$ cat config.mk
export PLATFORM = sky130hd
export DESIGN_NAME = obstacle_field_engine
export DESIGN_NICKNAME = d
export VERILOG_FILES = /design/src/rtl/obstacle_field_engine.sv
export SDC_FILE = /design/constraint.sdc
export NUM_CORES = 1
export LEC_CHECK = 0
export BUFFER_PORTS_ARGS = -buffer_cell sky130_fd_sc_hd__buf_2
export CELL_PAD_IN_SITES_DETAIL_PLACEMENT = 1
export CELL_PAD_IN_SITES_GLOBAL_PLACEMENT = 1
export CORE_MARGIN = 2
export CORE_UTILIZATION = 40
export DETAILED_ROUTE_END_ITERATION = 16
export GPL_TIMING_DRIVEN = 0
export PLACE_DENSITY_LB_ADDON = 0.1
export SLEW_MARGIN = 20
export SYNTH_ARGS = -nofsm -noshare
export SYNTH_HDL_FRONTEND = slang
export SYNTH_SLANG_ARGS = --single-unit
$ cat constraint.sdc
create_clock -name CLK -period 4.1 [get_ports CLK]
set_input_delay 0.205 -clock CLK [delete_from_list [all_inputs] [get_ports CLK]]
set_output_delay 0.205 -clock CLK [all_outputs]
set_load 0.1 [all_outputs]
$ cat src/rtl/obstacle_field_engine.sv
// obstacle_field_engine
//   Game-field engine for the runner game. Owns the obstacle lane, the
//   dinosaur jump timer, collision detection and the run score.
//
//   Ports
//     CLK               system clock
//     RST               synchronous active-high reset
//     shift_enable      1-cycle scroll tick
//     jump_trigger      1-cycle jump request
//     start_game        1-cycle pulse: clear field and begin a run
//     force_game_over   1-cycle pulse: abort the current run
//     rand_val          free-running LFSR value, sampled on scroll ticks
//     game_over         high while in OVER
//     dino_on_ground    high while the dino is in the lower row
//     score             scroll ticks survived in the current run
//     obstacle_map_flat cell i at [2i+1:2i]; 00 = empty, else obstacle type
module obstacle_field_engine #(
    parameter int MAP_LEN      = 16,
    parameter int JUMP_TICKS   = 3,
    parameter int MIN_GAP      = 3,
    parameter int SPAWN_THRESH = 64
) (
    input  logic                 CLK,
    input  logic                 RST,
    input  logic                 shift_enable,
    input  logic                 jump_trigger,
    input  logic                 start_game,
    input  logic                 force_game_over,
    input  logic [15:0]          rand_val,
    output logic                 game_over,
    output logic                 dino_on_ground,
    output logic [31:0]          score,
    output logic [2*MAP_LEN-1:0] obstacle_map_flat
);

    localparam int AIR_W = $clog2(JUMP_TICKS + 1);
    localparam int GAP_W = $clog2(MIN_GAP + 1);
    localparam logic [AIR_W-1:0] AIR_LOAD = AIR_W'(JUMP_TICKS);
    localparam logic [GAP_W-1:0] GAP_MAX  = GAP_W'(MIN_GAP);
    localparam logic [7:0]       THRESH   = 8'(SPAWN_THRESH);

    typedef enum logic [1:0] {
        S_IDLE = 2'd0,
        S_RUN  = 2'd1,
        S_OVER = 2'd2
    } state_t;

    state_t                     state_q, state_d;
    logic [MAP_LEN-1:0][1:0]    map_q, map_d;
    logic [31:0]                score_q, score_d;
    logic [AIR_W-1:0]           air_q, air_d;
    logic [GAP_W-1:0]           gap_q, gap_d;
    logic                       over_q, over_d;
    logic                       ground_q, ground_d;
    logic                       spawn;

    // Upper LFSR bits carry no meaning for the lane.
    logic unused_rand;
    assign unused_rand = ^rand_val[15:10];

    function automatic logic [GAP_W-1:0] gap_sat_inc(input logic [GAP_W-1:0] g);
        return (g >= GAP_MAX) ? GAP_MAX : g + 1'b1;
    endfunction

    function automatic logic [31:0] score_sat_inc(input logic [31:0] s);
        return (s == 32'hFFFF_FFFF) ? s : s + 32'd1;
    endfunction

    assign spawn = (gap_q >= GAP_MAX) && (rand_val[7:0] < THRESH);

    always_comb begin
        state_d = state_q;
        map_d   = map_q;
        score_d = score_q;
        air_d   = air_q;
        gap_d   = gap_q;

        if (start_game) begin
            state_d = S_RUN;
            map_d   = '0;
            score_d = '0;
            air_d   = '0;
            gap_d   = GAP_MAX;
        end else if (state_q == S_RUN) begin
            if (force_game_over) begin
                state_d = S_OVER;
            end else begin
                // A jump from the ground reloads the timer and suppresses the
                // tick's decrement; a jump while airborne is simply ignored.
                if (jump_trigger && (air_q == '0)) begin
                    air_d = AIR_LOAD;
                end else if (shift_enable && (air_q != '0)) begin
                    air_d = air_q - 1'b1;
                end

                if (shift_enable) begin
                    for (int i = 0; i < MAP_LEN - 1; i++) begin
                        map_d[i] = map_q[i+1];
                    end
                    if (spawn) begin
                        map_d[MAP_LEN-1] = (rand_val[9:8] == 2'b00) ? 2'b01 : rand_val[9:8];
                        gap_d            = '0;
                    end else begin
                        map_d[MAP_LEN-1] = 2'b00;
                        gap_d            = gap_sat_inc(gap_q);
                    end

                    // Collision uses the post-tick cell 0 and post-tick height,
                    // so landing onto an obstacle is caught on the landing tick.
                    if ((map_q[1] != 2'b00) && (air_d == '0)) begin
                        state_d = S_OVER;
                    end else begin
                        score_d = score_sat_inc(score_q);
                    end
                end
            end
        end

        over_d   = (state_d == S_OVER);
        ground_d = (air_d == '0);
    end

    always_ff @(posedge CLK) begin
        if (RST) begin
            state_q  <= S_IDLE;
            map_q    <= '0;
            score_q  <= '0;
            air_q    <= '0;
            gap_q    <= GAP_MAX;
            over_q   <= 1'b0;
            ground_q <= 1'b1;
        end else begin
            state_q  <= state_d;
            map_q    <= map_d;
            score_q  <= score_d;
            air_q    <= air_d;
            gap_q    <= gap_d;
            over_q   <= over_d;
            ground_q <= ground_d;
        end
    end

    assign game_over         = over_q;
    assign dino_on_ground    = ground_q;
    assign score             = score_q;
    assign obstacle_map_flat = map_q;

endmodule

==> metrics, run 1 <==
outcome finished clean; CTS Sinks 72; CTS H-tree lvls 3; Most Frequent Cell on Critical Path clkbuf_1; Die Y-Extent 92.9 um; Period Utilization, post-route 68.7%; initial antenna violation count 0; largest area contributor in the netlist dfxtp_1; Clock Latency Late Sink 0.35 ns; placed inst area 0.00366 mm^2; first-pass GRT wire length ~15 mm; max-slew violations 0; Layout Cells excl Fill about 600; Syn Area/Cell 8.06 um^2; CP Capture Type flop; Max Cap Viol 0; Layout area overhead 23.3%; WL final 9.22 mm; RD Place Congestion 0.821; Tightest Pin Transition roughly 0.89 ns; Synth async-reset ratio 0%; Mapped Area 0.00316 mm^2; Worst EP required 4.38 ns; FF+latch count, synth 72; post-CTS setup buffers 0; I/O Buffers 75; core footprint between 0.007 and 0.008 mm^2; top post-synthesis cells by area dfxtp_1, a21oi_1, nand2_1; main flop type after synthesis dfxtp_1; most frequent cell after synthesis nand2_1; RSZ-0062 raised after global routing false; CTS buffer count 9; synth warn 0; post-synthesis sequential area ratio 45.6%; Critical Path Start Type flop; Total GRT Usage between 20% and 30%; Design Area, Final approximately 0.0039 mm^2; CTS max path bufs 2; cells resized by post-CTS repair 0; Pwr Density 360 mW/mm^2; dpl ws 1.30 ns; die width about 93 um; Initial Util 41.1%; largest net degree at the start of global routing 13; CP top delay family buffers and inverters; DRT iter0 DRCs 66; DR WL/cell 15.8 um; Layout Utilization 50.6%; Hold Violations, Final 0; Final nets 502; Synth cell types 42; Crit path buffers/inverters 3; Top Ports 88; crit path max fanout 10; Setup TNS Final 0 ns; Syn Inst Count 392; type of the worst setup path reg2reg; CP max stage cell nor4b_1; clk slew on worst S/H paths about 0.080 ns; commonest cells in the netlist nand2_1, dfxtp_1, a21oi_1; clk root buf clkbuf_8; Final Setup Violations 0; # rows 32; TritonCTS clock tree built; total gr overflow 0; fin crit period about 2.8 ns; Remaining DRCs 0; # hold bufs at CTS 0; Yosys top cell area share roughly 46%; antenna viol nets, final 0; total via count in the routed design 3264; vias in the first global route approximately 3200; placed cell count roughly 570; Die ar. about 0.0086 mm^2; Worst slew margin 40.4%; slowest stage delay, CP 0.48 ns; Hold/Removal Path Class in2reg; maximum vdd drop 184 uV; router iterations before antenna repair 5; number of diodes 0; crit-path cells inv_1 -> ha_1 -> nor4b_1 -> o22ai_1 -> nand2_1 -> clkbuf_1 -> clkbuf_1 -> o21ai_0 -> a21oi_1; clock skew 0.00658 ns; critical path data arrival time 3.10 ns; syn_nets 416; EDFF count, synth 0; worst setup margin around 1.3 ns; vias per cell roughly 5.6; hpwl dp around 6.7 mm; share of post-route cells with drive strength above 1 19.9%; fmax about 0.36 GHz; Leak 1.39 nW
per-layer routing:
| layer | wire (um) | track usage [%] | up-vias | share of wire [%] |
|---|---|---|---|---|
| met1 | 4220 | 26.8 | 1565 | 46 |
| met3 | 407 | 3.74 | 10 | 4.4 |
| met2 | 4490 | 38.2 | 71 | 49 |
| li1 | - | - | 1618 | - |
| met4 | 103 | 7.35 | 0 | 1.1 |
| met5 | 0 | 0 | - | 0 |
sequential cells by signal, indices dropped and copies added (netlist names):
signal / flops
game_over: 1
obstacle_map_flat: 32
air_q: 2
score: 32
dino_on_ground: 1
gap_q: 2
state_q: 2
cells by family (layout without fill, tap and decap cells):
kind of cell / count (synthesis) / count (layout) / synth area share (%)
mux: 2 / 2 / 0.674
compound gates: 116 / 116 / 21.4
flops: 72 / 72 / 45.6
fa+ha+maj: 2 / 2 / 0.792
simple gates: 167 / 167 / 27.5
buf+inv: 33 / 124 / 4.04
worst paths after layout:
kind | startpoint | to | slack (ns) | cells after the start
worst max-delay path | air_q[0] | score[1] | 1.28 | 9
worst min register to register | obstacle_map_flat[0] | obstacle_map_flat[0] | 0.46 | 2
worst min-delay path | RST | state_q[0] | 0.05 | 2
worst max register to register | air_q[0] | score[1] | 1.28 | 9
cells in the final DEF (no fill, tap or decap), types with 10 or more instances in the layout:
cell type / n
clkbuf_8: 11
dfxtp_1: 72
buf_2: 78
nand4_1: 15
clkbuf_1: 18
or4_1: 25
o21ai_0: 15
nor2_1: 10
o31ai_1: 22
nand2_1: 76
inv_1: 10
nand3_1: 10
a21oi_1: 66
stage by stage:
stage	power (mW)	hold WS, ns
floorplan	0.751	0.277
global placement	0.770	0.405
detailed placement	0.770	0.414
CTS	1.42	0.0436
global route	1.45	0.0439
finish	1.40	0.0507
report_power, final:
part	leakage (nW)	switching, mW	internal [mW]
clock	0.113	0.271	0.377
combinational	0.694	0.0382	0.0126
sequential	0.580	0.00212	0.701
total	1.39	0.311	1.09
worst reg2reg max path: cells and delay by family, from the launching register on:
kind / cells / cell delay, ns
AO/OA/AOI/OAI: 3 / 0.55
flip-flops: 1 / 0.35
buffers and inverters: 3 / 0.91
AND/OR/NAND/NOR: 2 / 0.72
adder cells (fa/ha/maj): 1 / 0.21
cell type report:
cell class / count / area, um^2
fillers: 1011 / 3790
multi-input cells: 287 / 1590
flip-flops and latches: 72 / 1440
repair buffers: 75 / 375
clock buffers: 12 / 155
well taps: 102 / 128
plain buffers: 23 / 90.1
clock inverters: 4 / 76.3
inverters: 10 / 37.5
No activity file was read; power rests on OpenSTA's default activity.
==> run 2, diff against run 1 <==
--- a/config.mk
+++ b/config.mk
@@ -5,11 +5,12 @@
 export SDC_FILE = /design/constraint.sdc
 export NUM_CORES = 1
 export LEC_CHECK = 0
+export ABC_AREA = 1
 export BUFFER_PORTS_ARGS = -buffer_cell sky130_fd_sc_hd__buf_2
 export CELL_PAD_IN_SITES_DETAIL_PLACEMENT = 1
 export CELL_PAD_IN_SITES_GLOBAL_PLACEMENT = 1
 export CORE_MARGIN = 2
-export CORE_UTILIZATION = 40
+export CORE_UTILIZATION = 33
 export DETAILED_ROUTE_END_ITERATION = 16
 export GPL_TIMING_DRIVEN = 0
 export PLACE_DENSITY_LB_ADDON = 0.1
==> constraint.sdc (replaced) <==
create_clock -name CLK -period 2.56 [get_ports CLK]
set_input_delay 0.128 -clock CLK [delete_from_list [all_inputs] [get_ports CLK]]
set_output_delay 0.128 -clock CLK [all_outputs]
set_load 0.1 [all_outputs]
==> metrics, run 2 <==
I/O Buffers 75 (unchanged); CTS Sinks 72 (unchanged); total via count in the routed design 3945 (was 3264); Total GRT Usage 21.1% (was 21.8%); Initial Util 33.8% (was 41.1%); most frequent cell after synthesis nand2_1 (unchanged); min-delay src rand_val[8] (was RST); commonest non-fill, non-tap cells in the layout nand2_1, nor2_1, buf_2 (was buf_2, nand2_1, dfxtp_1); crit-path cells ha_1 -> nand3_2 -> clkinv_2 -> nand2_4 -> nor2_8 -> nand3_4 -> clkbuf_1 -> nand3_1 -> a21oi_1 (was inv_1 -> ha_1 -> nor4b_1 -> o22ai_1 -> nand2_1 -> clkbuf_1 -> clkbuf_1 -> o21ai_0 -> a21oi_1); EDFF count, synth 0 (unchanged); adder-cell share of the synthesized area 0.682% (was 0.792%); Yosys top cell area share 39.3% (was 45.6%); Period Utilization, post-route 86.4% (was 68.7%); outcome finished clean (unchanged); initial antenna violation count 0 (unchanged); Hold Violations, Final 0 (unchanged); CP Capture Type flop (unchanged); slowest stage delay, CP 0.50 ns (was 0.48 ns); Layout Cells excl Fill 801 (was 585); number of diodes 0 (unchanged); Syn Inst Count 567 (was 392); largest area contributor in the netlist dfxtp_1 (unchanged); placed cell count 782 (was 569); Psw 657 uW (was 311 uW); die width 109 um (was 92.9 um); Clock Latency Late Sink 0.37 ns (was 0.35 ns); clk slew on worst S/H paths 0.09 ns (was 0.08 ns); Hold/Removal Path Class in2reg (unchanged); Layout area overhead 20.9% (was 23.3%); router iterations before antenna repair 5 (unchanged); Crit Reg-Reg Startpoint score[0] (was air_q[0]); Setup TNS Final 0 ns (unchanged); syn_nets 591 (was 416); synth warn 0 (unchanged); antenna viol nets, final 0 (unchanged); Tightest Pin Transition 0.749 ns (was 0.885 ns); largest family of logic cells by synthesized area simple AND/OR/NAND/NOR gates (unchanged); Clock power frac 40.0% (was 46.2%); Top Ports 88 (unchanged); Synth async-reset ratio 0% (unchanged); Critical Path Start Type flop (unchanged); part of the power in registers 51.3% (was 50.1%); post-synthesis compound-gate area fraction 10.1% (was 21.4%); FF+latch count, synth 72 (unchanged); clk root buf clkbuf_8 (unchanged); WL final 11.8 mm (was 9.22 mm); P_int 1.56 mW (was 1.09 mW); first-pass GRT wire length 19.3 mm (was 15.1 mm); top post-synthesis cells by area dfxtp_1, nand2_1, nor2_1 (was dfxtp_1, a21oi_1, nand2_1); fmax 0.452 GHz (was 0.355 GHz); DR WL/cell 14.8 um (was 15.8 um); Worst EP required 2.80 ns (was 4.38 ns); CTS H-tree lvls 3 (unchanged); Leak 1.84 nW (was 1.39 nW); RSZ-0062 raised after global routing false (unchanged); mux cell area share after synthesis 0% (was 0.674%); post-synthesis sequential area ratio 39.3% (was 45.6%); # rows 38 (was 32); Reg2Reg Depth 9 (unchanged); maximum vdd drop 362 uV (was 184 uV); commonest cells in the netlist nand2_1, nor2_1, dfxtp_1 (was nand2_1, dfxtp_1, a21oi_1); reg2reg end score[2] (was score[1]); share of post-route cells with drive strength above 1 17.1% (was 19.9%); Worst slew margin 49.9% (was 40.4%); Die Y-Extent 109 um (was 92.9 um); RD Place Congestion 0.848 (was 0.821); Pwr Density 500 mW/mm^2 (was 360 mW/mm^2); clock skew 0.0129 ns (was 0.00658 ns); Mapped Area 0.00367 mm^2 (was 0.00316 mm^2); vias in the first global route 3966 (was 3197); main flop type after synthesis dfxtp_1 (unchanged); TritonCTS clock tree built (unchanged); Layout Utilization 40.9% (was 50.6%); critical path data arrival time 2.45 ns (was 3.10 ns); DRT iter0 DRCs 165 (was 66); Worst Hold End obstacle_map_flat[30] (was state_q[0]); Final Setup Violations 0 (unchanged); core footprint 0.0108 mm^2 (was 0.00769 mm^2); Switching Fraction 29.6% (was 22.2%); fin crit period 2.21 ns (was 2.82 ns); largest net degree at the start of global routing 15 (was 13); Die ar. 0.0120 mm^2 (was 0.00862 mm^2); CTS max path bufs 2 (unchanged); CP max stage cell dfxtp_1 (was nor4b_1); Final nets 680 (was 502); hpwl dp 9.06 mm (was 6.70 mm); post-CTS setup buffers 0 (unchanged); cells resized by post-CTS repair 0 (unchanged); Syn Area/Cell 6.47 um^2 (was 8.06 um^2); total gr overflow 0 (unchanged); most common cell after layout, fill and taps aside nand2_1 (was buf_2); post-synthesis simple-gate area fraction 41.5% (was 27.5%); crit path max fanout 10 (unchanged); Hold Path Cell Cnt 3 (was 2); Logic pwr share 8.6% (was 3.6%); Remaining DRCs 0 (unchanged); filler instances 1469 (was 1011); flop2flop setup slack 0.35 ns (was 1.28 ns); Synth cell types 29 (was 42); Synth Area in XOR/XNOR 2.15% (was 0%); Max Cap Viol 0 (unchanged); CTS buffer count 9 (unchanged); max-slew violations 0 (unchanged); vias per cell 4.93 (was 5.58); type of the worst setup path reg2reg (unchanged)
[run 2: worst max-delay path by stage]
| stage | endpoint | start |
|---|---|---|
| 2_1_floorplan | score[1] | score[0] |
| 3_3_place_gp | score[3] | score[0] |
| 3_5_place_dp | score[2] | score[0] |
| 4_1_cts | score[2] | score[0] |
| 5_1_grt | score[14] | score[0] |
| 6_report | score[2] | score[0] |
[run 2: area by class of cell]
type | count | area, um^2 | area share (%)
Buffer | 18 | 98.8 | 2.23
Clock buffer | 10 | 138 | 3.10
Tap cell | 140 | 175 | 3.95
Sequential cell | 72 | 1440 | 32.5
Multi-Input combinational cell | 443 | 2000 | 45.0
Timing Repair Buffer | 78 | 405 | 9.14
Inverter | 34 | 130 | 2.93
Clock inverter | 6 | 50.0 | 1.13
[run 2: critical path, delay by kind of cell, from the launching register on]
family | cells | cell delay, ns
DFF | 1 | 0.50
adders and majority gates | 1 | 0.38
buffers and inverters | 2 | 0.40
AOI/OAI and AO/OA | 1 | 0.07
and+or+nand+nor | 5 | 0.72
[run 2: power groups by stage]
stage	logic [mW]	clock network, mW	registers (mW)
global route	0.210	0.965	1.14
finish	0.191	0.889	1.14
detailed placement	0.189	0	1.17
global placement	0.184	0	1.17
CTS	0.194	0.922	1.14
floorplan	0.0754	0	1.23
[run 2: routing by layer]
metal	vias to the layer above	global-route usage, %	share of wire [%]
met5	-	0	0
met4	0	7.96	1.9
met3	16	4.51	3.2
met2	67	37.4	50
met1	1891	24.9	45
li1	1971	-	-
[run 2: timing repair]
item	4_1_cts	5_1_grt
setup endpoints to repair	0	0
hold buffers	3	0
endpoints found under the hold margin	2	0
[run 2: cell families after synthesis]
kind of cell	count (synthesis)
and+or+nand+nor	359
DFF	72
adders and majority gates	2
AOI/OAI and AO/OA	73
buffers and inverters	52
xor gates and xnor gates	9
[run 2: through the flow]
stage	hold WS [ns]	area (um^2)	power, mW	worst slack (ns)
2_1_floorplan	0.197	3670	1.31	0.00385
4_1_cts	0.00845	4440	2.26	0.303
3_5_place_dp	0.305	4220	1.35	0.331
3_3_place_gp	0.296	4220	1.35	0.349
5_1_grt	0.0507	4440	2.32	0.157
6_report	0.0352	4440	2.22	0.348
==> run 3, diff against run 2 <==
--- a/config.mk
+++ b/config.mk
@@ -10,7 +10,7 @@
 export CELL_PAD_IN_SITES_DETAIL_PLACEMENT = 1
 export CELL_PAD_IN_SITES_GLOBAL_PLACEMENT = 1
 export CORE_MARGIN = 2
-export CORE_UTILIZATION = 33
+export CORE_UTILIZATION = 37
 export DETAILED_ROUTE_END_ITERATION = 16
 export GPL_TIMING_DRIVEN = 0
 export PLACE_DENSITY_LB_ADDON = 0.1
==> constraint.sdc (replaced) <==
create_clock -name CLK -period 2.05 [get_ports CLK]
set_input_delay 0.1025 -clock CLK [delete_from_list [all_inputs] [get_ports CLK]]
set_output_delay 0.1025 -clock CLK [all_outputs]
set_load 0.1 [all_outputs]
==> metrics, run 3 (synthesis gave the netlist of run 2 again) <==
Tightest Pin Transition 0.561 ns (was 0.749 ns); number of diodes 0 (unchanged); total via count in the routed design 3908 (was 3945); clk root buf clkbuf_8 (unchanged); outcome finished clean (unchanged); Period Utilization, post-route 91.6% (was 86.4%); vias in the first global route 3969 (was 3966); Hold Violations, Final 0 (unchanged); clock skew 0.0121 ns (was 0.0129 ns); Layout Cells excl Fill 797 (was 801); Top Ports 88 (unchanged); Critical Path Start Type flop (unchanged); antenna viol nets, final 0 (unchanged); Die ar. 0.0107 mm^2 (was 0.0120 mm^2); total gr overflow 0 (unchanged); fin crit period 1.88 ns (was 2.21 ns); max-slew violations 0 (unchanged); largest net degree at the start of global routing 14 (was 15); TritonCTS clock tree built (unchanged); router iterations before antenna repair 4 (was 5); DRT iter0 DRCs 115 (was 165); hpwl dp 8.74 mm (was 9.06 mm); Clock Latency Late Sink 0.37 ns (about the same); WL final 11.6 mm (was 11.8 mm); core footprint 0.00968 mm^2 (was 0.0108 mm^2); Remaining DRCs 0 (unchanged); placed inst area 0.00425 mm^2 (was 0.00422 mm^2); Final nets 683 (was 680); CTS buffer count 9 (unchanged); Total GRT Usage 22.4% (was 21.1%); vias per cell 4.90 (was 4.93); Worst slew margin 62.6% (was 49.9%); flop2flop setup slack 0.17 ns (was 0.35 ns); first-pass GRT wire length 19.4 mm (was 19.3 mm); total power 2.80 mW (was 2.22 mW); commonest non-fill, non-tap cells in the layout nand2_1, nor2_1, buf_2 (unchanged); CTS H-tree lvls 3 (unchanged); Pwr Density 618 mW/mm^2 (was 500 mW/mm^2); placed cell count 775 (was 782); DR WL/cell 14.5 um (was 14.8 um); share of post-route cells with drive strength above 1 22.9% (was 17.1%); Max Cap Viol 0 (unchanged); Setup TNS Final 0 ns (unchanged); critical path data arrival time 2.11 ns (was 2.45 ns); Leak 1.87 nW (was 1.84 nW); crit path max fanout 10 (unchanged); RD Place Congestion 0.816 (was 0.848); die width 104 um (was 109 um); Layout Utilization 46.7% (was 40.9%); type of the worst setup path reg2reg (unchanged); Final Setup Violations 0 (unchanged); CTS max path bufs 2 (unchanged); clk slew on worst S/H paths 0.08 ns (was 0.09 ns); # rows 36 (was 38); Initial Util 37.9% (was 33.8%); fmax 0.532 GHz (was 0.452 GHz); Hold/Removal Path Class in2reg (unchanged); Worst EP required 2.28 ns (was 2.80 ns); Layout area overhead 23.4% (was 20.9%); CTS Sinks 72 (unchanged); Design Area, Final 0.00453 mm^2 (was 0.00444 mm^2); initial antenna violation count 0 (unchanged); CP Capture Type flop (unchanged); I/O Buffers 75 (unchanged); most common cell after layout, fill and taps aside nand2_1 (unchanged); maximum vdd drop 298 uV (was 362 uV); Die Y-Extent 104 um (was 109 um)
[run 3: changes by cell type in the layout (fill, tap and decap cells not counted), sizes merged]
cell    delta
clkbuf     +1
buf        +3
clkinv     -1
[run 3: layout make-up]
class	count	area (um^2)
clock buffer	11	153
inverter	34	133
multi-input combinational	443	2020
sequential	72	1490
fill	1348	5160
clock inverter	5	37.5
timing repair buffer	81	428
buffer	18	106
tap	133	166
[run 3: worst paths after layout]
| check | depth (start not counted) | endpoint | start |
|---|---|---|---|
| worst min-delay path | 3 | obstacle_map_flat[30] | rand_val[8] |
| worst max register to register | 13 | score[20] | air_q[0] |
| worst min register to register | 2 | obstacle_map_flat[0] | obstacle_map_flat[0] |
| worst max-delay path | 13 | score[20] | air_q[0] |
[run 3: stage by stage]
stage,setup slack [ns],hold slack [ns]
floorplan,0.0202,0.172
global placement,0.00876,0.271
detailed placement,-0.0188,0.278
CTS,0.0189,0.0220
global route,-0.0184,0.0831
finish,0.171,0.0417
[run 3: what timing repair did]
action,CTS,global route
hold buffers,3,0
buffers inserted,3,0
cloned,0,0
setup endpoints to repair,19,35
resized for setup,3,7
pin swaps,1,0
hold endpoints to repair,2,0
[run 3: metal layers]
metal	vias to the layer above	routed length, um	GRT usage [%]
li1	1974	-	-
met1	1849	5040	26.8
met2	70	5870	40.8
met3	15	464	3.27
met4	0	181	8.01
met5	-	0	0
[run 3: power breakdown]
part           total (mW)  switching [mW]  leakage (nW)  internal, mW
clock network        1.13           0.611        0.0915         0.520
registers            1.42          0.0109         0.598          1.41
logic               0.246           0.188          1.18        0.0574
[run 3: critical path, cell delays in order, from the launching register on]
cell	delay, ns
dfxtp_1	0.36
inv_1	0.09
ha_1	0.22
inv_1	0.09
nand2_1	0.08
nand2_1	0.08
nand2_1	0.10
nand3_1	0.12
nand2_2	0.12
inv_4	0.12
nand2_4	0.08
buf_6	0.16
nand2_1	0.07
a21oi_1	0.06
